### config.mk
export PLATFORM = sky130hd
export DESIGN_NAME = jk_bank_scheduler
export DESIGN_NICKNAME = d
export VERILOG_FILES = /design/src/rtl/jk_bank_scheduler.sv
export SDC_FILE = /design/constraint.sdc
export NUM_CORES = 1
export LEC_CHECK = 0
export ABC_AREA = 1
export CELL_PAD_IN_SITES_DETAIL_PLACEMENT = 1
export CELL_PAD_IN_SITES_GLOBAL_PLACEMENT = 1
export CORE_MARGIN = 2
export CORE_UTILIZATION = 44
export CTS_BUF_LIST = sky130_fd_sc_hd__clkbuf_8
export DETAILED_ROUTE_END_ITERATION = 8
export DONT_BUFFER_PORTS = 1
export GPL_ROUTABILITY_DRIVEN = 0
export HOLD_SLACK_MARGIN = 0.08
export PLACE_DENSITY_LB_ADDON = 0.1
export SLEW_MARGIN = 20
export SYNTH_ARGS = -nofsm -noshare
export SYNTH_HDL_FRONTEND = slang
export SYNTH_SLANG_ARGS = --single-unit
### constraint.sdc
create_clock -name clk -period 1.3 [get_ports clk]
set_input_delay 0.26 -clock clk [delete_from_list [all_inputs] [get_ports clk]]
set_output_delay 0.26 -clock clk [all_outputs]
set_load 0.01 [all_outputs]
### src/rtl/jk_bank_scheduler.sv
// jk_bank_scheduler
// Round-robin command scheduler for an internal bank of WIDTH JK flip-flops.
// NREQ requesters post {idx, j, k} over valid/ready. Each command takes three
// cycles: IDLE (arbitrate and capture) -> DRIVE (j/k lines active) -> DONE (ack).
// Optional feature: define JK_SCHED_STATS_EN to add the toggle_cnt output, which
// counts completed in-range toggle (jk=11) commands.
module jk_bank_scheduler #(
  parameter int WIDTH = 4,
  parameter int NREQ  = 2,
  parameter int IDXW  = 2
) (
  input  logic                 clk,
  input  logic                 reset,
  input  logic [NREQ-1:0]      req_valid,
  input  logic [NREQ*IDXW-1:0] req_idx,
  input  logic [NREQ*2-1:0]    req_jk,
  output logic [NREQ-1:0]      req_ready,
  output logic [NREQ-1:0]      grant,
  output logic [WIDTH-1:0]     j,
  output logic [WIDTH-1:0]     k,
  output logic [WIDTH-1:0]     q,
  output logic                 busy,
`ifdef JK_SCHED_STATS_EN
  output logic                 err,
  output logic [15:0]          toggle_cnt
`else
  output logic                 err
`endif
);

  localparam int WW = (NREQ > 1) ? $clog2(NREQ) : 1;

  typedef enum logic [1:0] {
    S_IDLE  = 2'd0,
    S_DRIVE = 2'd1,
    S_DONE  = 2'd2
  } state_t;

  state_t          state, state_nxt;
  logic [WW-1:0]   rr_ptr;
  logic [WW-1:0]   win;
  logic [WW-1:0]   win_nxt;
  logic            any_valid;
  logic [IDXW-1:0] lat_idx;
  logic [1:0]      lat_jk;
  logic            in_range;
  logic [NREQ-1:0] win_oh;

  // Round-robin search: scan offsets high to low so the lowest offset from
  // rr_ptr that is valid is the one left in win_nxt.
  always_comb begin
    // NOTE: every variable assigned here gets a default first, so no path
    // leaves it unassigned and no latch is inferred.
    any_valid = 1'b0;
    win_nxt   = rr_ptr;
    for (int o = NREQ - 1; o >= 0; o--) begin
      logic [WW-1:0] cand;
      cand = WW'((int'(rr_ptr) + o) % NREQ);
      if (req_valid[cand]) begin
        any_valid = 1'b1;
        win_nxt   = cand;
      end
    end
  end

  // The latched command only touches the bank when its index names a real flop.
  always_comb begin
    in_range = (int'(lat_idx) < WIDTH);
  end

  // One-hot form of the latched winner, shared by grant and req_ready.
  always_comb begin
    win_oh = '0;
    for (int r = 0; r < NREQ; r++) begin
      win_oh[r] = (win == WW'(r));
    end
  end

  // State register.
  always_ff @(posedge clk or posedge reset) begin
    // NOTE: sequential state uses non-blocking assignments so every flop
    // samples pre-edge values regardless of block ordering.
    if (reset) state <= S_IDLE;
    else       state <= state_nxt;
  end

  // Next-state logic: IDLE waits for any valid, DRIVE and DONE last one cycle.
  always_comb begin
    state_nxt = state;
    case (state)
      S_IDLE:  if (any_valid) state_nxt = S_DRIVE;
      S_DRIVE: state_nxt = S_DONE;
      S_DONE:  state_nxt = S_IDLE;
      default: state_nxt = S_IDLE;
    endcase
  end

  // Output logic: grant in DRIVE and DONE, j/k only in DRIVE, ack/err in DONE.
  always_comb begin
    grant     = '0;
    req_ready = '0;
    j         = '0;
    k         = '0;
    err       = 1'b0;
    busy      = (state != S_IDLE);
    case (state)
      S_DRIVE: begin
        grant = win_oh;
        for (int b = 0; b < WIDTH; b++) begin
          if (lat_idx == IDXW'(b)) begin
            j[b] = lat_jk[1];
            k[b] = lat_jk[0];
          end
        end
      end
      S_DONE: begin
        grant     = win_oh;
        req_ready = win_oh;
        err       = ~in_range;
      end
      default: ;
    endcase
  end

  // Command capture at arbitration and RR pointer advance after the ack.
  always_ff @(posedge clk or posedge reset) begin
    if (reset) begin
      rr_ptr  <= '0;
      win     <= '0;
      lat_idx <= '0;
      lat_jk  <= '0;
    end else begin
      if (state == S_IDLE && any_valid) begin
        win     <= win_nxt;
        lat_idx <= req_idx[int'(win_nxt)*IDXW +: IDXW];
        lat_jk  <= req_jk[int'(win_nxt)*2 +: 2];
      end
      if (state == S_DONE) begin
        if (int'(win) == NREQ - 1) rr_ptr <= '0;
        else                       rr_ptr <= win + 1'b1;
      end
    end
  end

  // JK bank: the addressed flop updates at the edge that closes DRIVE.
  always_ff @(posedge clk or posedge reset) begin
    if (reset) begin
      q <= '0;
    end else if (state == S_DRIVE) begin
      for (int b = 0; b < WIDTH; b++) begin
        if (lat_idx == IDXW'(b)) begin
          case (lat_jk)
            2'b01:   q[b] <= 1'b0;
            2'b10:   q[b] <= 1'b1;
            2'b11:   q[b] <= ~q[b];
            default: q[b] <= q[b];
          endcase
        end
      end
    end
  end

`ifdef JK_SCHED_STATS_EN
  // Count completed in-range toggle commands; wraps naturally at 16 bits.
  always_ff @(posedge clk or posedge reset) begin
    if (reset) begin
      toggle_cnt <= '0;
    end else if (state == S_DONE && lat_jk == 2'b11 && in_range) begin
      toggle_cnt <= toggle_cnt + 16'd1;
    end
  end
`endif

endmodule

==> results of run 1 <==
-- synth_stat cells --
cell / n
nand3_1: 8
clkinv_1: 1
nor2_2: 6
nand2_2: 4
buf_4: 1
nand2_1: 40
inv_1: 18
nand2_4: 3
nor2_4: 1
ha_1: 4
nor3_1: 3
o21ai_4: 1
inv_2: 2
conb_1: 1
a21oi_1: 4
dfrtp_1: 12
o21a_1: 1
nor2_1: 9
-- per-stage QoR --
stage                     setup slack (ps)  TNS [ps]  std cells
after floorplan                       2.74         0        119
after global placement               -32.9      -112        151
after detailed placement             -89.6      -430        151
after CTS                             -199     -2270        161
-- logic make-up after synthesis --
family | share of synthesized area, %
other cells | 0.451
simple gates | 41.7
flops | 36.1
buf+inv | 10.4
compound gates | 5.27
fa+ha+maj | 6.02
-- timing repair --
action                                  CTS
gates resized for setup                  49
setup buffers                             5
hold endpoints to repair                 12
hold buffers                              1
pin swaps                                 9
endpoints found under the setup margin   17
==> flow_summary.json, run 1 <==
{
  "ys_ff_latch": 12,
  "yosysTopAreaCell": "dfrtp_1",
  "placed_cell_area_um2": 915,
  "die_w_um": 47.5,
  "syn-cell-area_um2": 831,
  "stop_stage": "5_1_grt",
  "worstEndpointType": "primary output",
  "antenna_found_initial": 0,
  "syn_nets": 135,
  "cts_max_path_buffers": 2,
  "cts.root.buffer_cell": "clkbuf_8",
  "syn_avg_cell_area_um2": 6.98,
  "netlist_instances": 119,
  "h-tree-depth": 1,
  "die_h_um": 47.5,
  "synthTopCellsByArea": "dfrtp_1 36%, nand2_1 18%, inv_1 8.1%",
  "status": "aborted with a tool error",
  "hpwl_mm": 1.60,
  "numPortBuffers": 0,
  "grt_max_degree": 13,
  "ys_warn_count": 0,
  "postGrtWorstEndpoint": "grant[1]",
  "toolErrorMsg": "[ERROR DPL-0033] detailed placement checks failed during check placement.",
  "synth_top_cell_area_share_pct": 36.1,
  "io_pins": 30,
  "synth_cell_types": 18,
  "ys_seq_area_share_pct": 36.1,
  "fp-row-count": 15,
  "start_util_pct": 47.6,
  "cts_num_sinks": 12,
  "numCtsBuffers": 3
}
==> run 2, diff against run 1 <==
CELL_PAD_IN_SITES_DETAIL_PLACEMENT = unset   (was 1)
CELL_PAD_IN_SITES_GLOBAL_PLACEMENT = unset   (was 1)
CORE_AREA = 2 2 63 65   (was unset)
CORE_MARGIN = unset   (was 2)
CORE_UTILIZATION = unset   (was 44)
CTS_BUF_LIST = unset   (was sky130_fd_sc_hd__clkbuf_8)
DIE_AREA = 0 0 65 67   (was unset)
HOLD_SLACK_MARGIN = unset   (was 0.08)
PLACE_DENSITY_LB_ADDON = 0.15   (was 0.1)
==> run 2 against run 1 <==
Synthesized area stayed put. Synthesized cell count stayed put. The flow now finishes, with violations (setup timing).
==> flow_summary.json, run 2 <==
{
  "timing.fmax_mhz": 696,
  "busiest_layer": "met2",
  "antennaDiodeCount": 0,
  "post_drt_via_cell_ratio": 4.07,
  "r2r-end": "lat_idx[1]",
  "syn_avg_cell_area_um2": 6.98,
  "final_common_cell": "nand2_1",
  "swShare_pct": 46.5,
  "ys_seq_area_share_pct": 36.1,
  "globalRouteMet3Util_pct": 4.56,
  "worstPathMaxFanout": 2,
  "r2r_slack_ps": 80,
  "cts.root.buffer_cell": "clkbuf_8",
  "io_pins": 30,
  "cpPeakStageDelay_ps": 350,
  "worst_slew_pin_slew_ps": 499,
  "synth_top_cell_area_share_pct": 36.1,
  "area_growth_pct": 40.7,
  "comb_power_share_pct": 57.4,
  "clk_pin_slew_ps": 50,
  "synth_cell_types": 18,
  "cp-end-kind": "output pin",
  "critPathBufInv": 3,
  "yosysTopAreaCell": "dfrtp_1",
  "start_util_pct": 23.0,
  "setup.worst_path.end": "grant[0]",
  "placed_cell_area_um2": 928,
  "numPortBuffers": 0,
  "crit_start": "state[1]",
  "ant_nets": 0,
  "netlist_instances": 119,
  "ys_ff_latch": 12,
  "core_area_um2": 3610,
  "maxSlewViolCount": 0,
  "grt_pass1_vias": 815,
  "intPower_mw": 1.53,
  "r2r-start": "state[0]",
  "use_met1_pct": 11.1,
  "met2_usage_pct": 18.7,
  "worstPathRequired_ps": 1040,
  "finalSetupViolCount": 13,
  "hp-class": "in2reg",
  "violations": "setup timing",
  "cts_num_sinks": 12,
  "cp.depth": 5,
  "vias": 748,
  "numCtsBuffers": 3,
  "peakVddDrop_mv": 0.899,
  "skew_ps": 3.18,
  "p_total_mw": 2.87,
  "cpMaxStageDelayCell": "dfrtp_1",
  "clkPwrFrac_pct": 14.7,
  "grt-ovfl-total": 0,
  "cts_tree": "built",
  "crit_family": "flip-flops",
  "die_w_um": 65,
  "yosysMostFrequentCell": "nand2_1",
  "slew_headroom_pct": 66.7,
  "worstSetupStartpointType": "register",
  "drive_gt1_share_pct": 44.1,
  "design_area_um2": 1170,
  "first_iter_violations": 27,
  "die_h_um": 67,
  "power_density_nw_per_um2": 2450,
  "synth_edf_count": 0,
  "crit_top_cell": "inv_2",
  "tns_ps": -1390,
  "syn_nets": 135,
  "drv_cap": 0,
  "wire_per_inst_um": 10.6,
  "clk_latency_ps": 240,
  "h-tree-depth": 1,
  "hpwl_mm": 1.47,
  "ys_warn_count": 0,
  "cts_max_path_buffers": 2,
  "largest_reg_flops": 4,
  "seqPwrFrac_pct": 27.9,
  "status": "finished with violations",
  "nFillCells": 400,
  "fp-row-count": 22,
  "path_class": "reg2out",
  "path_cells": "inv_2 -> buf_6 -> ha_4 -> inv_2 -> nor2_4",
  "drt-total-wl_mm": 1.94,
  "drc": 0,
  "ff_latch_area_um2": 302,
  "rsz0062_at_grt": "true",
  "ff2ff_path_depth": 7,
  "period_needed_ps": 1440,
  "grt_max_degree": 13,
  "p_leak_nw": 0.590,
  "die_area_um2": 4360,
  "synth_commonest_cells": "40 x nand2_1, 18 x inv_1, 12 x dfrtp_1",
  "async_reset_ff_share_pct": 100,
  "antenna_found_initial": 0,
  "power_switching_mw": 1.33,
  "synthTopCellsByArea": "dfrtp_1 36%, nand2_1 18%, inv_1 8.1%",
  "drt_first_pass_iters": 3,
  "finalHoldViolations": 0,
  "syn-cell-area_um2": 831,
  "final_cell_mix": "33 x nand2_1, 11 x inv_2, 11 x dfrtp_1",
  "min_period_over_period_pct": 111,
  "fin_hold_ws_ps": 176,
  "multi_input_area_um2": 549,
  "largest_register": "q",
  "setup_ws_ps": -137,
  "groute.usage.overall_pct": 10.3,
  "grt_pass1_wl_mm": 3.42,
  "ys.flop_type": "dfrtp_1",
  "critical_path_arrival_ps": 1180,
  "final_util_pct": 32.4,
  "final_nets": 153
}
## run 2: stage by stage
step | setup WS (ps) | cells
after floorplan | 2.74 | 119
after global placement | -59.4 | 172
after detailed placement | -132 | 172
after CTS | -165 | 181
after global routing | -192 | 184
final | -137 | 184
## run 2: per-layer routing
metal  share of wire (%)  wire [um]
met5                   0          0
met3                 5.8        113
met1                  42        808
met4                0.41          8
met2                  52       1010
## run 2: layout make-up
cell class                      instances  area share (%)
Sequential cell                        12            25.8
Multi-Input combinational cell         85            47.0
Inverter                               21            7.17
Clock buffer                            4            4.71
Tap cell                               48            5.14
Timing Repair Buffer                   14            10.2
## run 2: cells by family (layout without fill, tap and decap cells)
family | Yosys count | in the layout | synth area share, %
fa+ha+maj | 4 | 4 | 6.02
simple gates | 74 | 74 | 41.7
other cells | 1 | 1 | 0.451
buf+inv | 22 | 39 | 10.4
flops | 12 | 12 | 36.1
compound gates | 6 | 6 | 5.27
## run 2: worst min-delay path by stage
| stage | startpoint | to | cells after the start |
|---|---|---|---|
| floorplan | reset | lat_idx[0] | 1 |
| global placement | reset | win | 1 |
| detailed placement | reset | win | 1 |
| CTS | req_valid[1] | win | 2 |
| global route | req_valid[1] | win | 2 |
| finish | req_valid[1] | win | 2 |
## run 2: timing repair
item / CTS / global route
buffers inserted: 4 / 3
hold buffers: 1 / 0
gates resized for setup: 35 / 6
pin swaps: 7 / 4
endpoints found under the hold margin: 12 / 0
setup endpoints to repair: 17 / 15
## run 2: power by group through the flow
stage / Sequential, mW / Clock (mW) / Combinational [mW]
global placement: 0.757 / 0 / 1.17
finish: 0.800 / 0.421 / 1.65
detailed placement: 0.758 / 0 / 1.18
floorplan: 0.727 / 0 / 0.891
CTS: 0.793 / 0.434 / 1.58
global route: 0.839 / 0.444 / 1.84
Power figures use the tool's default switching activity.
==> edit 1 (flow settings as in run 2) <==
Re-encode `state_t` (3 states) as one-hot, 3 bits wide.
--- a/src/rtl/jk_bank_scheduler.sv
+++ b/src/rtl/jk_bank_scheduler.sv
@@ -30,10 +30,10 @@
 
   localparam int WW = (NREQ > 1) ? $clog2(NREQ) : 1;
 
-  typedef enum logic [1:0] {
-    S_IDLE  = 2'd0,
-    S_DRIVE = 2'd1,
-    S_DONE  = 2'd2
+  typedef enum logic [2:0] {
+    S_IDLE  = 3'b001,
+    S_DRIVE = 3'b010,
+    S_DONE  = 3'b100
   } state_t;
 
   state_t          state, state_nxt;
Check against the original RTL: no difference found for any inputs over 10 cycles, from zero or initial values and one cycle with reset high; not proved beyond that.
==> edit 1 against run 2 <==
The flow still finishes with violations (negative setup slack). Synthesized cell count is 6.7% lower. Worst setup slack got worse by 0.089 ns. Global-route usage shrank 0.91 points. Fmax down 5.8%. Non-clock buffer count fell by 1. Utilization decreased by 2.1 points. Synthesized area shrank 11%. Sequential cell count up 1. Total power down 14%. Sequential share of layout area up 4.1 points. Cell area fell by 6.4%. Combinational power fell by 24%. Wire length down 4.3%. Highest routed layer unchanged.
==> edit 1: results (changes against run 2) <==
Metal-1 WL=799 um (-1.1%); WL met2=937 um (-7.4%); CP peak stage delay=0.41 ns (+0.06 ns); Vias=686 (-8.3%); cts bufs inserted=3 (unchanged); dpl cell area=856 um2 (-7.8%); failing checks=negative setup slack; Post-synth top cells=nand2_1 (40), nor2_1 (20), inv_1 (18); pre-CTS WS=-0.0545 ns (+0.0778 ns); final wirelength=1860 um (-4.3%); syn nets=123 (-8.9%); M2 GR Usage=14.7% (-4.0 points); IO Port Bufs=0 (unchanged); min-delay src=req_idx[1]; GR Util met3=2.53% (-2.0 points); Worst-path clk slew=~0.060 ns; Post-Route Setup TNS=-2.34 ns (-0.945 ns); maximum clock path buffer count=2 (unchanged); Final HPWL DP=1390 um (-5.4%); number of setup violations in the final report=13 (unchanged); status=complete, but fails checks; DRT iter0 DRCs=20 (-26%); Max IR drop VDD=525 uV (-42%); synth warn=0 (unchanged); drt pass-1 iters=4 (+1); P_leak=0.513 nW (-13%); initial antenna violation count=0 (unchanged); # H-tree levels=1 (unchanged); diode count=0 (unchanged); CP Data Arrival Time=1.27 ns (+0.09 ns); die area=0.00436 mm2 (unchanged); Fin. Hold Viols=0 (unchanged); WL met3=95 um (-16%); CTS root buf=clkbuf_8; global-route track usage on met1=11.4% (+0.27 points); top flop regs=q x4, state x3; FFs w/ async S/R, synth=100% (unchanged); final net count=140 (-8.5%); post-synthesis sequential area ratio=43.9% (+7.8 points); CP Max Fanout=4 (+2); Final Skew=0.00260 ns (-0.000576 ns); Final WS setup=-0.226 ns (-0.0887 ns); Placed Instances=166 (-3.5%); vias in the first global route=684 (-16%); Fillers=389 (-2.8%); clk_lat worst skew=0.24 ns (about the same); gr usage total=9.35% (-0.91 points); crit path launch=state[2]; Worst path slowest cell=dfrtp_1; number of distinct library cells after synthesis=14 (-4); Synth area leaders=dfrtp_1 (40%), nand2_1 (20%), nor2_1 (10%); worst r2r src=state[0]; worst min path class=in2reg; first-pass GRT wire length=3050 um (-11%); DR vias/cell=3.92 (-3.6%); largest delay contributor family on the critical path=simple AND/OR/NAND/NOR gates; largest net degree at the start of global routing=14 (+1); fraction of layout cells with a size suffix above 1=29.9% (-14 points); Syn Inst Count=111 (-6.7%)
==> edit 1: cell count changes after synthesis, moves of 2 or more <==
cell	run 2	this run
a21oi_1	4	2
ha_1	4	0
inv_2	2	0
nand2_2	4	0
nand2_4	3	0
nor2_1	9	20
nor2_2	6	0
nor3_1	3	0
o21ai_1	0	4
==> edit 1: worst register-to-register path, cell delays in order (launching register included) <==
cell	delay [ns]
dfstp_2	0.58
buf_6	0.12
nand3_4	0.09
nor2_4	0.15
buf_6	0.13
nand3_1	0.08
nand2_1	0.06
==> edit 1: worst paths after layout <==
kind,endpoint,cells past startpoint,slack (ns)
worst min-delay path,lat_idx[1],4,0.23
max in group asynchronous,state[0],2,0.48
worst max register to register,lat_idx[0],6,0.03
worst max-delay path,k[0],4,-0.23
worst min register to register,lat_idx[0],2,0.54
min in group asynchronous,q[0],2,0.47
==> edit 1: cells by family after synthesis <==
kind of cell    Yosys count  synth area share, %
compound gates            7                 4.71
buf+inv                  19                 10.1
flops                    13                 43.9
other cells               1                0.505
simple gates             71                 40.7
==> edit 1: area by class of cell <==
type                       instances  area (um2)  area share [%]
multi-input combinational         79         479            43.8
timing repair buffer              13         115            10.5
sequential                        13         327            29.9
inverter                          18        67.6            6.18
clock buffer                       4        45.0            4.12
tap                               48        60.1            5.49
==> edit 1: power by group <==
part	switching, mW	internal (mW)	total (mW)
sequential	0.245	0.605	0.850
combinational	0.744	0.518	1.26
clock	0.149	0.217	0.366
==> edit 1: timing repair <==
action,in CTS,in global routing
resized for setup,27,11
hold buffers,1,0
pin swaps,3,7
setup buffers,4,0
hold endpoints to repair,12,0
setup endpoints to repair,13,15
==> edit 2 (flow settings as in run 2) <==
Without the edit above. Set the parameter `IDXW` to 3 (it was 2).
--- a/src/rtl/jk_bank_scheduler.sv
+++ b/src/rtl/jk_bank_scheduler.sv
@@ -7,7 +7,7 @@
 module jk_bank_scheduler #(
   parameter int WIDTH = 4,
   parameter int NREQ  = 2,
-  parameter int IDXW  = 2
+  parameter int IDXW  = 3
 ) (
   input  logic                 clk,
   input  logic                 reset,
Ports: changed (resized req_idx); port bits go from 30 to 32. The function was not compared with the original's and may differ.
==> edit 2 against run 2 <==
The run still ends with negative setup slack left. Wire length grew 15%. Cell area rose by 6.6%. Total power grew 4.0%. Combinational power grew 4%. Worst setup slack worse by 0.038 ns. Sequential cell count grew 1. Fmax is 2.6% lower. Synthesized area grew 3.5%. Final cell count grew 7.1%. Hold slack better by 0.049 ns. Via count grew 12%. Critical path type unchanged.
==> edit 2: results (changes against run 2) <==
status=complete, but fails checks; failing checks=negative setup slack; post-synthesis sequential area ratio=37.8% (+1.7 points); diode count=0 (unchanged); Routed WL per cell=11.4 um (+7.8%); WL met3=121 um (+7.1%); worst min path class=in2reg; Final HPWL DP=1610 um (+9.5%); Highest Signal Layer=met4; dominant synthesized flop cell=dfrtp_1; dpl cell area=960 um2 (+3.4%); number of setup violations in the final report=17 (+4); fraction of layout cells with a size suffix above 1=38.9% (-5.2 points); Final Skew=0.00498 ns (+0.00181 ns); drt pass-1 iters=4 (+1); CP Max Fanout=3 (+1); CTS root buf=clkbuf_8; crit path launch=state[1]; complex-gate fraction of the synthesized area=7.13% (+1.9 points); WL met2=1040 um (+2.3%); first-pass GRT wire length=3750 um (+9.7%); multiplexer share of the synthesized area=0% (unchanged); FFs w/ async S/R, synth=100% (unchanged); adder-cell area share of the yosys netlist=5.82% (-0.20 points); Metal-1 WL=1060 um (+31%); CP Data Arrival Time=1.22 ns (+0.04 ns); P_leak=0.660 nW (+12%); relative max-transition margin=64.8% (-2.0 points); reg-to-reg slack, setup=-0.02 ns (-0.10 ns); number of distinct library cells after synthesis=14 (-4); Worst Reg2Reg Path Length in Cells=8 (+1); Synth area leaders=dfrtp_1 (38%), nand2_1 (16%), inv_1 (14%); top flop regs=q x4, lat_idx x3; DRT iter0 DRCs=40 (+48%); vias in the first global route=828 (+1.6%); IO Port Bufs=0 (unchanged); final net count=168 (+9.8%); residual DRC count=0 (unchanged); Fin. Hold Viols=0 (unchanged); DR vias/cell=4.25 (+4.6%); CP endpoint=k[0]; largest net degree at the start of global routing=14 (+1); clk_lat worst skew=0.25 ns; Final WS setup=-0.175 ns (-0.0381 ns); Post-synth top cells=nand2_1 (36), inv_1 (31), nand3_1 (19); syn nets=148 (+9.6%); gr usage total=11.5% (+1.3 points); Max IR drop VDD=683 uV (-24%); CP peak stage delay=0.39 ns (+0.04 ns)
-- edit 2: cell type report --
| type | instances | area (um2) |
|---|---|---|
| timing repair buffer | 15 | 123 |
| multi-input combinational | 83 | 549 |
| tap | 48 | 60.1 |
| inverter | 34 | 143 |
| clock buffer | 4 | 45.0 |
| fill | 386 | 2360 |
| sequential | 13 | 327 |
-- edit 2: worst max-delay path: cells and delay by family, from the launching register on --
family | cells | cell delay [ns]
flops | 1 | 0.39
buf+inv | 3 | 0.25
fa+ha+maj | 1 | 0.17
simple gates | 2 | 0.15
-- edit 2: cells by family (layout without fill, tap and decap cells) --
group	after synthesis	count (layout)
compound gates	10	10
buf+inv	34	53
fa+ha+maj	4	4
simple gates	69	69
flops	13	13
-- edit 2: worst min-delay path by stage --
stage,startpoint,to,slack [ns],depth (start not counted)
finish,req_jk[1],lat_jk[1],0.23,4
global route,req_idx[1],lat_idx[1],0.28,4
CTS,req_jk[1],lat_jk[1],0.22,4
detailed placement,reset,q[3],0.22,1
global placement,reset,q[3],0.22,1
floorplan,reset,lat_idx[0],0.14,1
-- edit 2: power by group --
part | internal [mW] | leakage [nW] | switching [mW]
Clock | 0.217 | 0.0228 | 0.157
Sequential | 0.604 | 0.159 | 0.296
Combinational | 0.728 | 0.478 | 0.981
Total | 1.55 | 0.660 | 1.43
-- edit 2: metal layers --
layer / track usage [%] / vias to the layer above
met5: 0 / -
met4: 6.38 / 0
met3: 2.87 / 2
met2: 18.2 / 27
met1: 14.4 / 376
li1: - / 433
-- edit 2: per-stage QoR --
| step | util [%] | hold WS (ns) | instances | TNS (ns) | setup WS, ns |
|---|---|---|---|---|---|
| floorplan | - | 0.137 | 130 | 0 | 0.0149 |
| global placement | 26.6 | 0.222 | 183 | -0.143 | -0.0492 |
| detailed placement | 26.6 | 0.223 | 183 | -0.291 | -0.0763 |
| CTS | 32.3 | 0.225 | 193 | -1.93 | -0.174 |
| global route | 34.6 | 0.277 | 197 | -3.15 | -0.226 |
| finish | 34.6 | 0.226 | 197 | -1.74 | -0.175 |
-- edit 2: what timing repair did --
item | 4_1_cts | 5_1_grt
setup buffers | 5 | 4
gates resized for setup | 35 | 17
setup endpoints to repair | 20 | 21
gates cloned | 0 | 0
pin swaps | 1 | 5
hold buffers | 1 | 0
endpoints found under the hold margin | 13 | 0
